### config.mk
export PLATFORM = sky130hd
export DESIGN_NAME = dot_text_sequencer
export DESIGN_NICKNAME = d
export VERILOG_FILES = /design/src/rtl/dot_text_sequencer.sv
export SDC_FILE = /design/constraint.sdc
export NUM_CORES = 1
export LEC_CHECK = 0
export CORE_ASPECT_RATIO = 1.25
export CORE_MARGIN = 5
export CORE_UTILIZATION = 59
export CTS_CLUSTER_SIZE = 30
export DETAILED_ROUTE_END_ITERATION = 7
export GPL_ROUTABILITY_DRIVEN = 0
export MAX_ROUTING_LAYER = met4
export PLACE_DENSITY = 0.88
export SYNTH_ARGS = -nofsm -noshare
export SYNTH_HDL_FRONTEND = slang
export SYNTH_SLANG_ARGS = --single-unit
### constraint.sdc
create_clock -name clk -period 3.2 [get_ports clk]
set_input_delay 0.96 -clock clk [delete_from_list [all_inputs] [get_ports clk]]
set_output_delay 0.96 -clock clk [all_outputs]
set_load 0.01 [all_outputs]
### src/rtl/dot_text_sequencer.sv
// dot_text_sequencer: accepts hex digit codes and writes their 5x7 glyphs
// column by column to a dot-matrix driver, paced by a free-running scan tick.
// Optional feature macro: DOT_SCROLL_EN (scrolls each new glyph in from the
// right through a 5-column shadow of the displayed image).
module dot_text_sequencer #(
  parameter int SCAN_DIV = 1000,
  parameter int DWELL    = 50000,
  parameter int STEP_DIV = 20000
) (
  input  logic       clk,
  input  logic       reset,
  input  logic       char_valid,
  input  logic [3:0] char_code,
  output logic       char_ready,
  output logic       busy,
  output logic       drv_enable,
  output logic       drv_write,
  output logic [4:0] drv_col_addr,
  output logic [6:0] drv_row
);

  localparam int PRE_W   = $clog2(SCAN_DIV);
  // One wait counter serves both the dwell and the scroll-step pauses.
  localparam int CNT_MAX = (DWELL > STEP_DIV) ? DWELL : STEP_DIV;
  localparam int CNT_W   = $clog2(CNT_MAX + 1);

`ifdef DOT_SCROLL_EN
  typedef enum logic [1:0] {S_IDLE, S_WRITE, S_DWELL, S_STEP} state_t;
`else
  typedef enum logic [1:0] {S_IDLE, S_WRITE, S_DWELL} state_t;
`endif

  state_t             state, state_next;
  logic [PRE_W-1:0]   pre;
  logic [2:0]         col, col_next;
  logic [3:0]         code, code_next;
  logic [CNT_W-1:0]   wait_cnt, cnt_next;
  logic [6:0]         row_data;

`ifdef DOT_SCROLL_EN
  logic [2:0]         step, step_next;
  logic [4:0][6:0]    shadow, shadow_next;
`endif

  // Hex font: glyph packed as {col4, col3, col2, col1, col0}, bit0 = top row.
  function automatic logic [6:0] font_col(input logic [3:0] c, input logic [2:0] k);
    logic [34:0] g;
    g = '0;
    case (c)
      4'h0: g = {7'h3E, 7'h45, 7'h49, 7'h51, 7'h3E};
      4'h1: g = {7'h00, 7'h40, 7'h7F, 7'h42, 7'h00};
      4'h2: g = {7'h46, 7'h49, 7'h51, 7'h61, 7'h42};
      4'h3: g = {7'h31, 7'h4B, 7'h45, 7'h41, 7'h21};
      4'h4: g = {7'h10, 7'h7F, 7'h12, 7'h14, 7'h18};
      4'h5: g = {7'h39, 7'h45, 7'h45, 7'h45, 7'h27};
      4'h6: g = {7'h30, 7'h49, 7'h49, 7'h4A, 7'h3C};
      4'h7: g = {7'h03, 7'h05, 7'h09, 7'h71, 7'h01};
      4'h8: g = {7'h36, 7'h49, 7'h49, 7'h49, 7'h36};
      4'h9: g = {7'h1E, 7'h29, 7'h49, 7'h49, 7'h06};
      4'hA: g = {7'h7E, 7'h11, 7'h11, 7'h11, 7'h7E};
      4'hB: g = {7'h36, 7'h49, 7'h49, 7'h49, 7'h7F};
      4'hC: g = {7'h22, 7'h41, 7'h41, 7'h41, 7'h3E};
      4'hD: g = {7'h1C, 7'h22, 7'h41, 7'h41, 7'h7F};
      4'hE: g = {7'h41, 7'h49, 7'h49, 7'h49, 7'h7F};
      4'hF: g = {7'h01, 7'h09, 7'h09, 7'h09, 7'h7F};
    endcase
    return g[7*k +: 7];
  endfunction

  // The scan tick runs regardless of state; reset holds the prescaler at 0 so
  // the tick stays low while reset is asserted.
  assign drv_enable = (pre == PRE_W'(SCAN_DIV - 1));
  assign char_ready = (state == S_IDLE) && !reset;
  assign busy       = (state != S_IDLE);

`ifdef DOT_SCROLL_EN
  assign row_data = shadow[col];
`else
  assign row_data = font_col(code, col);
`endif

  // Free-running prescaler producing the drv_enable tick.
  always_ff @(posedge clk or posedge reset) begin
    if (reset) pre <= '0;
    else if (drv_enable) pre <= '0;
    else pre <= pre + 1'b1;
  end

  // State and datapath registers; reset discards any in-flight glyph.
  always_ff @(posedge clk or posedge reset) begin
    if (reset) begin
      state    <= S_IDLE;
      col      <= '0;
      code     <= '0;
      wait_cnt <= '0;
`ifdef DOT_SCROLL_EN
      step     <= '0;
      shadow   <= '0;
`endif
    end else begin
      state    <= state_next;
      col      <= col_next;
      code     <= code_next;
      wait_cnt <= cnt_next;
`ifdef DOT_SCROLL_EN
      step     <= step_next;
      shadow   <= shadow_next;
`endif
    end
  end

  // Next-state logic and driver strobes; writes only ever happen on a tick.
  always_comb begin
    state_next   = state;
    col_next     = col;
    code_next    = code;
    cnt_next     = wait_cnt;
    drv_write    = 1'b0;
    drv_col_addr = '0;
    drv_row      = '0;
`ifdef DOT_SCROLL_EN
    step_next    = step;
    shadow_next  = shadow;
`endif
    case (state)
      S_IDLE: begin
        if (char_valid && char_ready) begin
          state_next = S_WRITE;
          col_next   = '0;
          code_next  = char_code;
          cnt_next   = '0;
`ifdef DOT_SCROLL_EN
          step_next   = 3'd1;
          shadow_next = {font_col(char_code, 3'd0), shadow[4:1]};
`endif
        end
      end
      S_WRITE: begin
        if (drv_enable) begin
          drv_write    = 1'b1;
          drv_col_addr = {2'b00, col};
          drv_row      = row_data;
          if (col == 3'd4) begin
            col_next = '0;
`ifdef DOT_SCROLL_EN
            if (step != 3'd5) begin
              state_next = S_STEP;
              cnt_next   = '0;
            end else
`endif
            begin
              // The write cycle itself is the reference point: IDLE is
              // reached exactly DWELL cycles after the last column write.
              state_next = (DWELL == 1) ? S_IDLE : S_DWELL;
              cnt_next   = (DWELL == 1) ? '0 : CNT_W'(1);
            end
          end else begin
            col_next = col + 3'd1;
          end
        end
      end
      S_DWELL: begin
        if (wait_cnt >= CNT_W'(DWELL - 1)) begin
          state_next = S_IDLE;
          cnt_next   = '0;
        end else begin
          cnt_next = wait_cnt + 1'b1;
        end
      end
`ifdef DOT_SCROLL_EN
      S_STEP: begin
        if (wait_cnt >= CNT_W'(STEP_DIV - 1)) begin
          state_next  = S_WRITE;
          cnt_next    = '0;
          col_next    = '0;
          step_next   = step + 3'd1;
          shadow_next = {font_col(code, step), shadow[4:1]};
        end else begin
          cnt_next = wait_cnt + 1'b1;
        end
      end
`endif
      default: state_next = S_IDLE;
    endcase
  end

endmodule

==> results_dict.tcl <==
set metrics [dict create \
    post-place-ws_ns -0.0784 \
    initial_core_util_pct 60.4 \
    drive_gt1_share_pct 21.5 \
    path_clk_slew_ns 0.07 \
    status "finished, final reports clean" \
    crit_type "register to output port" \
    vdd_drop_max_mv 0.418 \
    synth_cell_type_count 63 \
    post_drt_wl_per_cell_um 19.0 \
    route.detailed.drc 0 \
    tightest_slew_ns 0.739 \
    hold_violations 0 \
    cts-root-buf "clkbuf_8" \
    postPlaceCellArea_um2 3270 \
    num_antenna_cells 0 \
    rr_startpoint "pre[0]" \
    finalSetupViolations 0 \
    vias 3035 \
    min_to "wait_cnt[15]" \
    r2r_slack_ns 0.48 \
    syn-cell-area_um2 2830 \
    htreeDepth 2 \
    yosys_warnings 0 \
    fin_area_um2 3520 \
    hold_start "wait_cnt[15]" \
    rows 28 \
    grt_use_met1_pct 27.9 \
    die_x_um 72.0 \
    cp_num_buf_inv 2 \
    grtUsageMet2_pct 44.8 \
    finalCriticalPeriod_ns 3.17 \
    end_kind "output port" \
    dieHeight_um 87.5 \
    critPathTopFamily "buffers and inverters" \
    area_delta_synth_final_pct 24.2 \
    power.density_nw_per_um2 297 \
    synthFlopType "dfrtp_1" \
    hp-class "register to register" \
    reg2reg_depth 8 \
    ant_nets 0 \
    grt-ovfl-total 0 \
    async_flop_share_pct 100 \
    rsz0062_at_grt "true" \
    fin_nets 413 \
    slew_headroom_pct 50.7 \
    portBuffers 20 \
    grt_util_met3_pct 3.93 \
    drt_iter0_drc 514 \
    cpMaxStageDelayCell "clkdlybuf4s50_1" \
    yosys_register_bits 35 \
    tns_ns 0 \
    synth_area_per_cell_um2 8.36 \
    antenna_found_initial 0 \
    grt_pass1_vias 2812 \
    grt_max_degree 36 \
    fmax_mhz 316 \
    viasPerCell 6.74 \
    nFillCells 307 \
    cts_made_buffers 5 \
    path_max_fanout 3 \
    required_ns 2.24 \
    final_common_cell "buf_4" \
    pin_count 23 \
    crit_path_cell_trace "ha_2 > nand4b_1 > nor3_2 > buf_6 > and3_1 > clkdlybuf4s50_1" \
    grtUsageTotal_pct 26.3 \
    design.die.area_um2 6300 \
    final_cell_mix "38 x buf_4, 31 x dfrtp_1, 30 x nor2_1" \
    synth-seq-area-share_pct 30.9 \
    cpPeakStageDelay_ns 0.55 \
    cts_tree "built" \
    post-route-period-util_pct 99.0 \
    holdPathStages 2 \
    drt-pass1-iter-count 5 \
    grt_pass1_wl_um 12800 \
    clock_sinks 35 \
    routed_wl_um 8540 \
    synth_edf_count 0 \
    hpwl_um 5500 \
    report.final.slew_viol_count 0 \
    busiest_layer "met2" \
    p_leak_nw 1.56 \
    worst_slack_ns 0.0323 \
    maxCapViolations 0 \
    clk-insertion-delay-late_ns 0.29 \
    holdBufCountCts 0 \
    start_kind "register" \
    worstPathArrival_ns 2.21 \
    clockBufferDepth 2 \
    syn_inst 339 \
    r2r_end "wait_cnt[12]" \
    fp.coreArea_um2 4690 \
    finalClockSkew_ns 0.00820 \
]
worst max path at each step:
stage | startpoint | end | slack, ns | cells past startpoint
finish | pre[0] | drv_col_addr[2] | 0.03 | 6
CTS | code[0] | drv_row[0] | 0.02 | 8
floorplan | reset | wait_cnt[3] | 0.02 | 6
global route | pre[0] | drv_row[1] | -0.09 | 8
global placement | code[0] | drv_row[0] | -0.003 | 8
detailed placement | code[0] | drv_row[0] | -0.08 | 8
Yosys cell counts (10+ instances only):
library cell	n	area (um2)
a21o_1	10	75.1
nand3_1	13	65.1
nor3_1	10	50.1
inv_1	15	56.3
and3_1	10	62.6
ha_1	17	213
clkbuf_1	15	56.3
nand2_1	26	97.6
a21oi_1	19	95.1
nor2_1	31	116
dfrtp_1	35	876
o21ai_0	14	70.1
layer usage:
layer	part of all wire (%)	up-vias
met5	0	-
met4	7.0	0
met3	7.0	77
met2	50	200
met1	36	1396
li1	-	1362
timing repair:
item / in CTS / in global routing
pin swaps: 0 / 4
endpoints found under the setup margin: 8 / 9
buffers inserted: 0 / 9
resized for setup: 26 / 19
registers in the layout, summed over array words and instances, names as in the netlist:
register  flops
code          4
pre          10
col           3
state         2
wait_cnt     16
area by class of cell:
type,count,area [um2],share of cell area (%)
Clock buffer,5,68.8,1.95
Tap cell,60,75.1,2.13
Clock inverter,3,67.6,1.92
Inverter,16,63.8,1.81
Timing Repair Buffer,60,487,13.8
Multi-Input combinational cell,271,1880,53.3
Sequential cell,35,881,25.0
worst min-delay path, delay by kind of cell (launching register included):
kind	cells	cell delay [ns]
AO/OA/AOI/OAI	1	0.05
flip-flops	1	0.35
AND/OR/NAND/NOR	1	0.08
power breakdown:
| group | switching (mW) | internal (mW) | leakage [nW] |
|---|---|---|---|
| Combinational | 0.0655 | 0.0538 | 1.04 |
| Sequential | 0.00615 | 0.446 | 0.458 |
| Clock | 0.164 | 0.311 | 0.0644 |
| Total | 0.236 | 0.811 | 1.56 |
through the flow:
step / utilization, % / std cells / hold WS, ns / total power [mW]
2_1_floorplan: - / 340 / 0.448 / 0.530
3_3_place_gp: 69.6 / 433 / 0.473 / 0.565
3_5_place_dp: 69.6 / 433 / 0.482 / 0.568
4_1_cts: 73.1 / 441 / 0.520 / 1.04
5_1_grt: 75.0 / 450 / 0.542 / 1.08
6_report: 75.0 / 450 / 0.520 / 1.05
logic make-up (layout without fill, tap and decap cells):
family | after synthesis | after routing | synth area share (%)
AO/OA/AOI/OAI | 99 | 99 | 24.7
XOR/XNOR | 12 | 12 | 3.71
adder cells (fa/ha/maj) | 17 | 17 | 7.51
buffers and inverters | 34 | 84 | 4.81
flip-flops | 35 | 35 | 30.9
multiplexers | 11 | 11 | 4.59
other | 1 | 2 | 0.132
AND/OR/NAND/NOR | 130 | 130 | 23.6
Note: power is estimated with default switching activity, not from simulation.
